<file path="src/rtl/mux_pkg.sv">
`default_nettype none
// ============================================================================
//  Module      : mux_pkg
//  Description : Shared types and helpers for the N-to-1 registered mux and
//                its round-robin arbiter.
//                  mux_mode_e : fixed-select / round-robin selection mode
//                  ch_slice   : base bit of channel `ch` in a flattened bus
//  Revision    : 1.0 - initial release
// ============================================================================
package mux_pkg;

    typedef enum logic {
        MODE_FIXED = 1'b0,
        MODE_RR    = 1'b1
    } mux_mode_e;

    // Channel ch of a flattened bus occupies [ch_slice(ch,width) +: width].
    function automatic int unsigned ch_slice(input int unsigned ch,
                                             input int unsigned width);
        return ch * width;
    endfunction

endpackage
`default_nettype wire

</file>
<file path="src/rtl/rr_arbiter.sv">
`default_nettype none
// ============================================================================
//  Module      : rr_arbiter
//  Description : Combinational round-robin arbiter, mask-based double
//                priority. Search starts at ptr+1 and wraps through ptr.
//  Ports       : req       [N_CH]  request vector
//                ptr       [SEL_W] index of the last granted channel
//                en                grant enable (grant forced to 0 when low)
//                grant     [N_CH]  one-hot grant (zero if none / !en)
//                grant_idx [SEL_W] index of the winning request
//                grant_vld         a grant is issued
//  Revision    : 1.0 - initial release
// ============================================================================
module rr_arbiter #(
    parameter int N_CH  = 4,
    parameter int SEL_W = $clog2(N_CH)
) (
    input  logic [N_CH-1:0]  req,
    input  logic [SEL_W-1:0] ptr,
    input  logic             en,
    output logic [N_CH-1:0]  grant,
    output logic [SEL_W-1:0] grant_idx,
    output logic             grant_vld
);

    logic [N_CH-1:0] w_mask;
    logic [N_CH-1:0] w_req_masked;
    logic [N_CH-1:0] w_pick_hi;
    logic [N_CH-1:0] w_pick_lo;
    logic [N_CH-1:0] w_grant_raw;

    // Mask keeps only the channels strictly above the last winner.
    genvar gi;
    generate
        for (gi = 0; gi < N_CH; gi++) begin : g_mask
            assign w_mask[gi] = (SEL_W'(gi) > ptr);
        end
    endgenerate

    assign w_req_masked = req & w_mask;

    // x & -x isolates the lowest set bit. The masked search wins when it
    // finds anything; otherwise the unmasked search provides the wrap-around.
    assign w_pick_hi   = w_req_masked & (-w_req_masked);
    assign w_pick_lo   = req & (-req);
    assign w_grant_raw = (|w_req_masked) ? w_pick_hi : w_pick_lo;

    assign grant     = en ? w_grant_raw : '0;
    assign grant_vld = en && (|req);

    always_comb begin
        grant_idx = '0;
        for (int i = 0; i < N_CH; i++) begin
            if (w_grant_raw[i]) begin
                grant_idx = SEL_W'(i);
            end
        end
    end

endmodule
`default_nettype wire

</file>
<file path="src/rtl/mux_nx1_arb.sv">
`default_nettype none
// ============================================================================
//  Module      : mux_nx1_arb
//  Description : Parametrised N-to-1 registered multiplexer with per-channel
//                valid/ready and one output register stage. Channel choice is
//                either fixed (sel) or round-robin over valid channels.
//  Ports       : clk, rst           clock, synchronous active-high reset
//                mode               0 = fixed select, 1 = round-robin
//                sel       [SEL_W]  channel used in fixed mode
//                in_data   [N*W]    flattened channel data
//                in_valid  [N]      per-channel valid
//                in_ready  [N]      per-channel ready (one-hot or zero)
//                out_data  [W]      registered selected data
//                out_ch    [SEL_W]  registered source channel index
//                out_valid          output register holds data
//                out_ready          downstream accepts out_data
//  Revision    : 1.0 - initial release
// ============================================================================
module mux_nx1_arb
    import mux_pkg::*;
#(
    parameter int N_CH  = 4,
    parameter int WIDTH = 8,
    parameter int SEL_W = $clog2(N_CH)
) (
    input  logic                  clk,
    input  logic                  rst,
    input  logic                  mode,
    input  logic [SEL_W-1:0]      sel,
    input  logic [N_CH*WIDTH-1:0] in_data,
    input  logic [N_CH-1:0]       in_valid,
    output logic [N_CH-1:0]       in_ready,
    output logic [WIDTH-1:0]      out_data,
    output logic [SEL_W-1:0]      out_ch,
    output logic                  out_valid,
    input  logic                  out_ready
);

    localparam logic [SEL_W-1:0] c_PTR_RST = SEL_W'(N_CH - 1);

    logic             r_out_valid;
    logic [WIDTH-1:0] r_out_data;
    logic [SEL_W-1:0] r_out_ch;
    logic [SEL_W-1:0] r_rr_ptr;

    mux_mode_e        w_mode;
    logic             w_load;
    logic             w_en;
    logic [N_CH-1:0]  w_sel_onehot;
    logic [N_CH-1:0]  w_fix_grant;
    logic             w_fix_vld;
    logic [N_CH-1:0]  w_arb_grant;
    logic [SEL_W-1:0] w_arb_idx;
    logic             w_arb_vld;
    logic             w_xfer;
    logic [SEL_W-1:0] w_xfer_idx;
    logic [WIDTH-1:0] w_xfer_data;

    assign w_mode = mux_mode_e'(mode);

    // Output register can take new data when empty or being drained now.
    assign w_load = !r_out_valid || out_ready;
    assign w_en   = w_load && !rst;

    // Decoding sel against real channel numbers only means an out-of-range
    // sel (non-power-of-two N_CH) simply never matches, giving no grant.
    genvar gi;
    generate
        for (gi = 0; gi < N_CH; gi++) begin : g_sel_dec
            assign w_sel_onehot[gi] = (sel == SEL_W'(gi));
        end
    endgenerate

    assign w_fix_grant = (w_en && (w_mode == MODE_FIXED)) ? (in_valid & w_sel_onehot) : '0;
    assign w_fix_vld   = |w_fix_grant;

    rr_arbiter #(
        .N_CH  (N_CH),
        .SEL_W (SEL_W)
    ) u_rr_arbiter (
        .req       (in_valid),
        .ptr       (r_rr_ptr),
        .en        (w_en && (w_mode == MODE_RR)),
        .grant     (w_arb_grant),
        .grant_idx (w_arb_idx),
        .grant_vld (w_arb_vld)
    );

    assign in_ready   = (w_mode == MODE_RR) ? w_arb_grant : w_fix_grant;
    assign w_xfer     = (w_mode == MODE_RR) ? w_arb_vld   : w_fix_vld;
    assign w_xfer_idx = (w_mode == MODE_RR) ? w_arb_idx   : sel;

    // AND-OR data mux keyed by the one-hot ready vector.
    always_comb begin
        w_xfer_data = '0;
        for (int i = 0; i < N_CH; i++) begin
            w_xfer_data = w_xfer_data
                        | (in_data[ch_slice(i, WIDTH) +: WIDTH] & {WIDTH{in_ready[i]}});
        end
    end

    always_ff @(posedge clk) begin
        if (rst) begin
            r_out_valid <= 1'b0;
            r_out_data  <= '0;
            r_out_ch    <= '0;
            r_rr_ptr    <= c_PTR_RST;
        end else if (w_xfer) begin
            r_out_valid <= 1'b1;
            r_out_data  <= w_xfer_data;
            r_out_ch    <= w_xfer_idx;
            if (w_mode == MODE_RR) begin
                r_rr_ptr <= w_xfer_idx;
            end
        end else if (out_ready) begin
            // Drained with nothing to replace it; data/ch keep stale values.
            r_out_valid <= 1'b0;
        end
    end

    assign out_valid = r_out_valid;
    assign out_data  = r_out_data;
    assign out_ch    = r_out_ch;

endmodule
`default_nettype wire

</file>
<file path="config.mk">
export PLATFORM = sky130hd
export DESIGN_NAME = mux_nx1_arb
export DESIGN_NICKNAME = d
export VERILOG_FILES = /design/src/rtl/mux_pkg.sv /design/src/rtl/rr_arbiter.sv /design/src/rtl/mux_nx1_arb.sv
export SDC_FILE = /design/constraint.sdc
export NUM_CORES = 1
export LEC_CHECK = 0
export ABC_AREA = 1
export CELL_PAD_IN_SITES_DETAIL_PLACEMENT = 0
export CELL_PAD_IN_SITES_GLOBAL_PLACEMENT = 1
export CORE_MARGIN = 3
export CORE_UTILIZATION = 23
export DETAILED_ROUTE_END_ITERATION = 8
export PLACE_DENSITY = 0.75
export RECOVER_POWER = 100
export SLEW_MARGIN = 20
export SYNTH_ARGS = -nofsm -noshare
export SYNTH_HDL_FRONTEND = slang
export SYNTH_SLANG_ARGS = --single-unit
export TNS_END_PERCENT = 1
</file>
<file path="constraint.sdc">
create_clock -name clk -period 1.5 [get_ports clk]
set_clock_uncertainty 0.1 [all_clocks]
set_input_delay 0.3 -clock clk [delete_from_list [all_inputs] [get_ports clk]]
set_output_delay 0.3 -clock clk [all_outputs]
set_load 0.005 [all_outputs]
</file>
Yosys cells after proc, flatten, opt, wreduce, memory -nomap -nowiden. Cells that the tools add are included.

Register bits: 13. Output and inout bits: 15.

$add $sub $neg: 2. Order comparisons: 4. Equality and inequality tests: 3. Mux-type cells: 11. Bitwise gates (word level): 12. Reductions and logical operators: 13.

Operator list (number): $and 8x8->8 (4); $or 8x8->8 (3); $and 4x4->4 (4); $mux 4 (4); $reduce_or 4->1 (3); $neg 4->4 (2); $mux 2 (3); $eq 2x2->1 const B (2); $gt 1x2->1 const A (2); $gt 2x2->1 const A (2); $logic_and 1x1->1 (4); $mux 1 (4); $eq 2x1->1 const B (1); $logic_not 1->1 (2); $logic_not 2->1 (1); $reduce_and 2->1 (1); $reduce_bool 2->1 (1); $logic_or 1x1->1 (1); $not 1->1 (1).

Logic depth before layout (Yosys ltp). Gate-level depths: netlist of the first run.

Depth in word-level cells: 11. Mapped depth: 10.

Modules after synthesis. A second synthesis of the first run with hierarchy kept.

Cells, all modules: 218. Area total of the unflattened synthesis: 1163.6 sq um.

Modules (own cells, without submodules): mux_nx1_arb (instances 1, cells an instance 181, area an instance 1003.5 sq um, seq. area each 260.2 sq um); rr_arbiter (instances 1, cells an instance 37, area an instance 160.2 sq um, seq. area each 0.0 sq um).

Least setup slack after synthesis of the first run. Ideal clock, no wire load.

Path kind: register to register. From: register r_out_valid (netlist: out_valid). To: register r_out_data[7] (netlist: out_data[7]). Library setup time: 0.117 ns. Arrival: 1.213 ns. Data required time: 1.283 ns. Path slack: 0.070 ns. Stages on the path, launching flop included: 9. Buffers on the path: 1. Clock period less this slack: 1.430 ns. Path through: dfxtp_1 inv_1 o21ai_2 nor2_2 nand2_1 nand4_2 buf_6 o21ai_0 nor2_1.

Word-level cells in the longest chain between the ends: 10.

Ends and longest elaborated chain: start: declaration (line mux_nx1_arb.sv:41) `logic r_out_valid;`; start signal: assignment (line mux_nx1_arb.sv:104) `r_out_valid <= 1'b0;`; start signal: assignment (line mux_nx1_arb.sv:109) `r_out_valid <= 1'b1;`; start signal: assignment (line mux_nx1_arb.sv:117) `r_out_valid <= 1'b0;`; $logic_not 1->1 * (line mux_nx1_arb.sv:62) `assign w_load = !r_out_valid || out_ready;`; $logic_or 1x1->1 * (line mux_nx1_arb.sv:62); $logic_and 1x1->1 * (line mux_nx1_arb.sv:63) `assign w_en = w_load && !rst;`; $logic_and 1x1->1, on equally long branches (line mux_nx1_arb.sv:74, mux_nx1_arb.sv:83); $mux 4, on equally long branches (line mux_nx1_arb.sv:74, rr_arbiter.sv:48); $mux 4 (line mux_nx1_arb.sv:89) `assign in_ready = (w_mode == MODE_RR) ? w_arb_grant : w_fix_grant;`; $and 8x8->8 (line mux_nx1_arb.sv:98) `| (in_data[ch_slice(i, WIDTH) +: WIDTH] & {WIDTH{in_ready[i]}});`; $or 8x8->8 (3 in a row) (line mux_nx1_arb.sv:98); end signal: assignment (line mux_nx1_arb.sv:110) `r_out_data <= w_xfer_data;`; end: declaration (line mux_nx1_arb.sv:42) `logic [WIDTH-1:0] r_out_data;`.

Mark *: on every way between the ends. The rest lies on a longest branch, timed or not. A chain may end at the register's enable or synchronous reset.

Worst setup path in the final report of the first run.
From: register r_out_valid (netlist: out_valid). To: output port in_ready[0].

Word-level cells in the longest chain between the ends: 6.

Ends and longest elaborated chain: $logic_not 1->1 * (line mux_nx1_arb.sv:62); $logic_or 1x1->1 * (line mux_nx1_arb.sv:62); $logic_and 1x1->1 * (line mux_nx1_arb.sv:63); $logic_and 1x1->1, on equally long branches (line mux_nx1_arb.sv:74, mux_nx1_arb.sv:83); $mux 4, on equally long branches (line mux_nx1_arb.sv:74, rr_arbiter.sv:48); $mux 4 * (line mux_nx1_arb.sv:89); end: declaration (line mux_nx1_arb.sv:32) `output logic [N_CH-1:0] in_ready,`.

Marked as above.

==> impl_metrics.yaml, run 1 <==
sta:
  fmax_ghz: 0.601
  fin_crit_sh_pct: 111
  slew_headroom_pct: 84.1
  final_hold_viol_count: 0
  setup_ws_ns: -0.164
  worst_pin_slew_ns: 0.237
  rsz0062_at_grt: "true"
  setup_viol: 17
  hold_slack_ns: 0.398
  period_needed_ns: 1.66
  slew_viol_final: 0
synth:
  async_reset_ff_share_pct: 0
  yosysWarnings: 0
  synth_seq_cells: 13
  synth_top_cell_by_area: "dfxtp_1"
  synth-edff-count: 0
  ys.flop_type: "dfxtp_1"
  synth_cell_types: 20
  synth_top_cells_by_area: "dfxtp_1 28%, nand2_1 23%, nor2_1 11%"
  synth-seq-area-share_pct: 27.8
  syn-cell-area_um2: 936
  synth.avg_cell_area_um2: 5.85
  synthCells: 160
  synth_nets: 202
  synth_top_cell_area_share_pct: 27.8
pwr:
  swShare_pct: 29.5
  p_per_area_nw_per_um2: 604
  pwr-share-seq_pct: 32.5
  intPower_mw: 0.884
  ir_worst_vdd_mv: 0.194
  p_leak_nw: 0.919
  share_comb_of_total_power_pct: 43.4
  power_frac_clock_pct: 24.2
  p_sw_mw: 0.370
critical_path:
  cp-endpoint: "in_ready[0]"
  crit_path_max_fanout: 4
  cp.depth: 7
  critPathKind: "reg2out"
  critPathMaxStageDelay_ns: 0.33
  r2r_start: "out_valid"
  cp_slowest_cell: "dfxtp_2"
  worstReg2RegEnd: "out_data[6]"
  crit_family: "flip-flops"
  path_buf_inv: 3
  ff2ff_setup_slack_ns: -0.14
  crit_chain: "inv_2 -> o21ai_4 -> nor2_4 -> buf_12 -> nand3_2 -> nand2_2 -> buf_6"
  critPathArrivalTime_ns: 1.26
  end_kind: "output port"
  cp-start-kind: "register"
  worstPathRequired_ns: 1.10
  r2r_cells: 9
  setup.worst_path.start: "out_valid"
status:
  outcome: "complete, but fails checks"
  violations: "negative setup slack"
place:
  gp_congestion: 0.825
  port_buffers: 56
  place_hpwl_um: 2660
hold_path:
  hp-class: "reg2reg"
  hold_start: "out_data[0]"
routing:
  totalWireLength_um: 3730
  drtIter0Drc: 38
  wirelength_met1_um: 1660
  num_vias: 1284
  routedWlPerCell_um: 12.5
  dr.pass1.iters: 4
  via_per_inst: 4.32
  top_layer: "met4"
  wl_met3_um: 125
  drc: 0
  dr_wl_met2_um: 1900
  ant_nets: 0
cts:
  clock_sinks: 13
  holdBufCountCts: 0
  numCtsBuffers: 3
  clk_latency_ns: 0.24
  clk_pin_slew_ns: 0.05
  cts.path.max_buffers: 2
  cts_tree: "built"
  cts-root-buf: "clkbuf_8"
  htreeDepth: 1
run:
  maxCapViolCount: 0
die:
  start_util_pct: 24.6
  die_h_um: 69.8
  die-width_um: 69.8
  core-area_um2: 3800
  num_rows: 22
  die-area_um2: 4870
  io_pins: 57
grt:
  antenna_found_initial: 0
  grt_start_max_net_pins: 21
  grt_pass1_vias: 1170
  grt_use_total_pct: 14.1
  grt_pass1_wl_um: 5630
  grt_overflow: 0
layout:
  area_growth_pct: 122
  multi_input_area_um2: 776
  fillers: 374
  fin_nets: 292
  register_area_um2: 272
  drive_gt1_share_pct: 39.8
  diodes: 0
  utilization_pct: 54.6
==> power by group through the flow <==
stage	clock, mW	combinational (mW)	sequential [mW]
floorplan	0	0.161	0.405
global placement	0	0.422	0.404
detailed placement	0	0.420	0.404
CTS	0.314	0.457	0.401
global route	0.324	0.593	0.413
finish	0.303	0.544	0.407
==> metrics by stage <==
| stage | instances | setup WS [ns] | total power [mW] | TNS (ns) | area [um2] |
|---|---|---|---|---|---|
| 6_report | 297 | -0.164 | 1.25 | -2.07 | 2070 |
| 5_1_grt | 297 | -0.256 | 1.33 | -3.76 | 2070 |
| 2_1_floorplan | 160 | 0.0699 | 0.566 | 0 | 936 |
| 3_5_place_dp | 282 | -0.769 | 0.824 | -9.73 | 1700 |
| 3_3_place_gp | 282 | -0.750 | 0.826 | -9.82 | 1700 |
| 4_1_cts | 293 | -0.152 | 1.17 | -1.96 | 1860 |
==> worst min-delay path by stage <==
| stage | to | slack (ns) | cells past startpoint |
|---|---|---|---|
| 2_1_floorplan | r_rr_ptr[0] | 0.30 | 2 |
| 3_3_place_gp | out_ch[1] | 0.39 | 2 |
| 3_5_place_dp | out_ch[1] | 0.40 | 2 |
| 4_1_cts | r_rr_ptr[0] | 0.41 | 4 |
| 5_1_grt | r_rr_ptr[1] | 0.43 | 4 |
| 6_report | out_data[0] | 0.40 | 2 |
==> registers in the layout (all words and copies together) (netlist names) <==
name,count
out_ch,2
out_valid,1
r_rr_ptr,2
out_data,8
==> final cells by class <==
type | instances | area share (%)
inverter | 13 | 2.35
clock buffer | 4 | 2.17
sequential | 13 | 13.1
tap | 48 | 2.90
timing repair buffer | 88 | 42.1
multi-input combinational | 131 | 37.4
==> placed cells by master, fill, tap and decap left out, types with 6 or more instances in the layout <==
cell type	n
o21ai_2	8
inv_1	6
inv_2	7
nor2_2	6
nand3_1	7
dfxtp_1	8
nand2_2	12
buf_6	9
buf_4	23
nand2_1	49
clkdlybuf4s50_1	37
clkdlybuf4s25_1	6
nand3_2	6
nor2_1	21
==> synthesized netlist by cell type (3+ instances only) <==
| cell type | number |
|---|---|
| nand2_1 | 58 |
| nor2_1 | 27 |
| dfxtp_1 | 13 |
| nand3_1 | 13 |
| o21ai_0 | 10 |
| inv_1 | 8 |
| inv_2 | 5 |
| nand2_2 | 5 |
| a21oi_1 | 4 |
| o21ai_2 | 3 |
==> kinds of logic (layout without fill, tap and decap cells) <==
group	Yosys count	count (layout)	share of synthesized area, %
buf+inv	16	105	8.02
simple gates	112	112	52.8
compound gates	19	19	11.4
flops	13	13	27.8
==> per-layer routing <==
metal	up-vias	global-route usage [%]
met4	0	5.11
met3	4	0.725
met1	566	20.0
met5	-	0
met2	27	22.4
li1	687	-
==> repair_timing <==
action,CTS,global route
buffers inserted,7,1
setup endpoints to repair,17,22
gates resized for setup,51,54
pin swaps,9,14
cloned,0,3
==> worst min-delay path, stage by stage, from the launching register on <==
cell	delay, ns
dfxtp_2	0.33
o21ai_2	0.05
nor2_1	0.08
(Power assumes the default switching activity.)
==> inputs of run 2 (changes only) <==
PLACE_DENSITY = not set   (was 0.75)
PLACE_DENSITY_LB_ADDON = 0.15   (was not set)
==> impl_metrics.yaml, run 2 (same netlist as run 1, synthesis figures left out) <==
grt:
  use_met2_pct: 28.6
  grt_util_met1_pct: 20.8
  antenna_found_initial: 0
  grt_util_met3_pct: 3.19
  grt_pass1_vias: 1456
  grt_use_total_pct: 16.5
  grt_overflow: 0
  busiest_layer: "met2"
  grt_pass1_wl_um: 6560
  grt_start_max_net_pins: 12
sta:
  worst_pin_slew_ns: 0.269
  setup_viol: 15
  period_needed_ns: 1.78
  hold_slack_ns: 0.383
  setup_ws_ns: -0.281
  rsz0062_at_grt: "true"
  fin_setup_tns_ns: -3.76
  final_hold_viol_count: 0
  fmax_ghz: 0.562
  fin_crit_sh_pct: 119
  slew_headroom_pct: 82.1
  slew_viol_final: 0
critical_path:
  crit_path_max_fanout: 5
  worstReg2RegEnd: "out_data[6]"
  r2r_start: "out_valid"
  critPathArrivalTime_ns: 1.82
  end_kind: "register"
  cp-start-kind: "register"
  r2r_cells: 12
  critPathKind: "reg2reg"
  worstPathRequired_ns: 1.54
  ff2ff_setup_slack_ns: -0.28
cts:
  htreeDepth: 1
  holdBufCountCts: 0
  cts-root-buf: "clkbuf_8"
  clk_pin_slew_ns: 0.06
  numCtsBuffers: 3
  clock_sinks: 13
  cts_tree: "built"
  clk_latency_ns: 0.23
  cts.path.max_buffers: 2
layout:
  drive_gt1_share_pct: 41.3
  mostFrequentLayoutCells: "47 x nand2_1, 35 x clkdlybuf4s50_1, 25 x buf_4"
  largest_reg_flops: 8
  diodes: 0
  final_common_cell: "nand2_1"
  area_growth_pct: 129
  fin_nets: 297
pwr:
  p_leak_nw: 1.11
  p_total_mw: 1.29
  p_per_area_nw_per_um2: 603
  ir_worst_vdd_mv: 0.370
die:
  core-area_um2: 3800
  num_rows: 22
  die_h_um: 69.8
  die-area_um2: 4870
  start_util_pct: 24.6
  io_pins: 57
  die-width_um: 69.8
place:
  port_buffers: 56
  gp_congestion: 0.820
  place_hpwl_um: 2860
hold_path:
  hold_end: "out_ch[0]"
  hp-class: "reg2reg"
  hold_start: "out_ch[0]"
  hold_depth: 2
routing:
  via_per_inst: 4.39
  drtIter0Drc: 40
  routedWlPerCell_um: 12.5
  dr.pass1.iters: 4
  ant_nets: 0
  num_vias: 1325
  totalWireLength_um: 3760
  drc: 0
run:
  maxCapViolCount: 0
status:
  outcome: "complete, but fails checks"
  violations: "negative setup slack"
[run 2: changes by cell type in the layout (fill, tap and decap cells not counted), moves of 4 or more]
cell             before  now
nand3_1               7   11
nand2_4               3    8
clkdlybuf4s25_1       6    0
dlygate4sd2_1         5    9
nand3_2               6    2
o21ai_2               8   12
dlymetal6s2s_1        0    8
[run 2: critical path: stages (launching register included)]
cell and delay [ns]:
dfxtp_2 0.33, inv_2 0.05, o21ai_4 0.16, buf_6 0.13, nor2_4 0.04, buf_6 0.13
nand2_4 0.06, buf_6 0.09, nand4_4 0.12, buf_6 0.16, buf_16 0.13, o21ai_1 0.12
nor2_1 0.06
[run 2: per-stage QoR]
step	std cells	cell area (um2)	utilization [%]	setup WS, ns
6_report	302	2150	56.5	-0.281
5_1_grt	302	2150	56.5	-0.362
4_1_cts	304	2110	55.5	-0.388
3_5_place_dp	283	1710	45.0	-0.782
3_3_place_gp	283	1710	45.0	-0.785
2_1_floorplan	160	936	-	0.0699
[run 2: repair_timing]
action | in CTS | in global routing
setup buffers | 15 | 0
pin swaps | 13 | 13
gates cloned | 3 | 0
endpoints found under the setup margin | 17 | 27
resized for setup | 69 | 42
[run 2: per-layer routing]
metal | wire length (um) | part of all wire [%]
met5 | 0 | 0
met4 | 25 | 0.66
met3 | 193 | 5.1
met2 | 1880 | 50
met1 | 1660 | 44
[run 2: worst max-delay path by stage]
stage | from | endpoint | slack (ns) | cells past startpoint
after floorplan | out_valid | out_data[7] | 0.07 | 8
after global placement | in_valid[1] | in_ready[3] | -0.78 | 8
after detailed placement | in_valid[1] | in_ready[2] | -0.78 | 8
after CTS | out_valid | out_data[0] | -0.39 | 13
after global routing | out_valid | out_data[6] | -0.36 | 12
final | out_valid | out_data[6] | -0.28 | 12
[run 2: power by group]
part | switching, mW | internal, mW
combinational | 0.244 | 0.333
clock | 0.121 | 0.187
sequential | 0.0260 | 0.382
[run 2: layout make-up]
type | count | area, um2
multi-input cells | 131 | 783
well taps | 48 | 60.1
clock buffers | 4 | 45.0
flip-flops and latches | 13 | 272
inverters | 13 | 51.3
fillers | 358 | 1650
repair buffers | 93 | 936
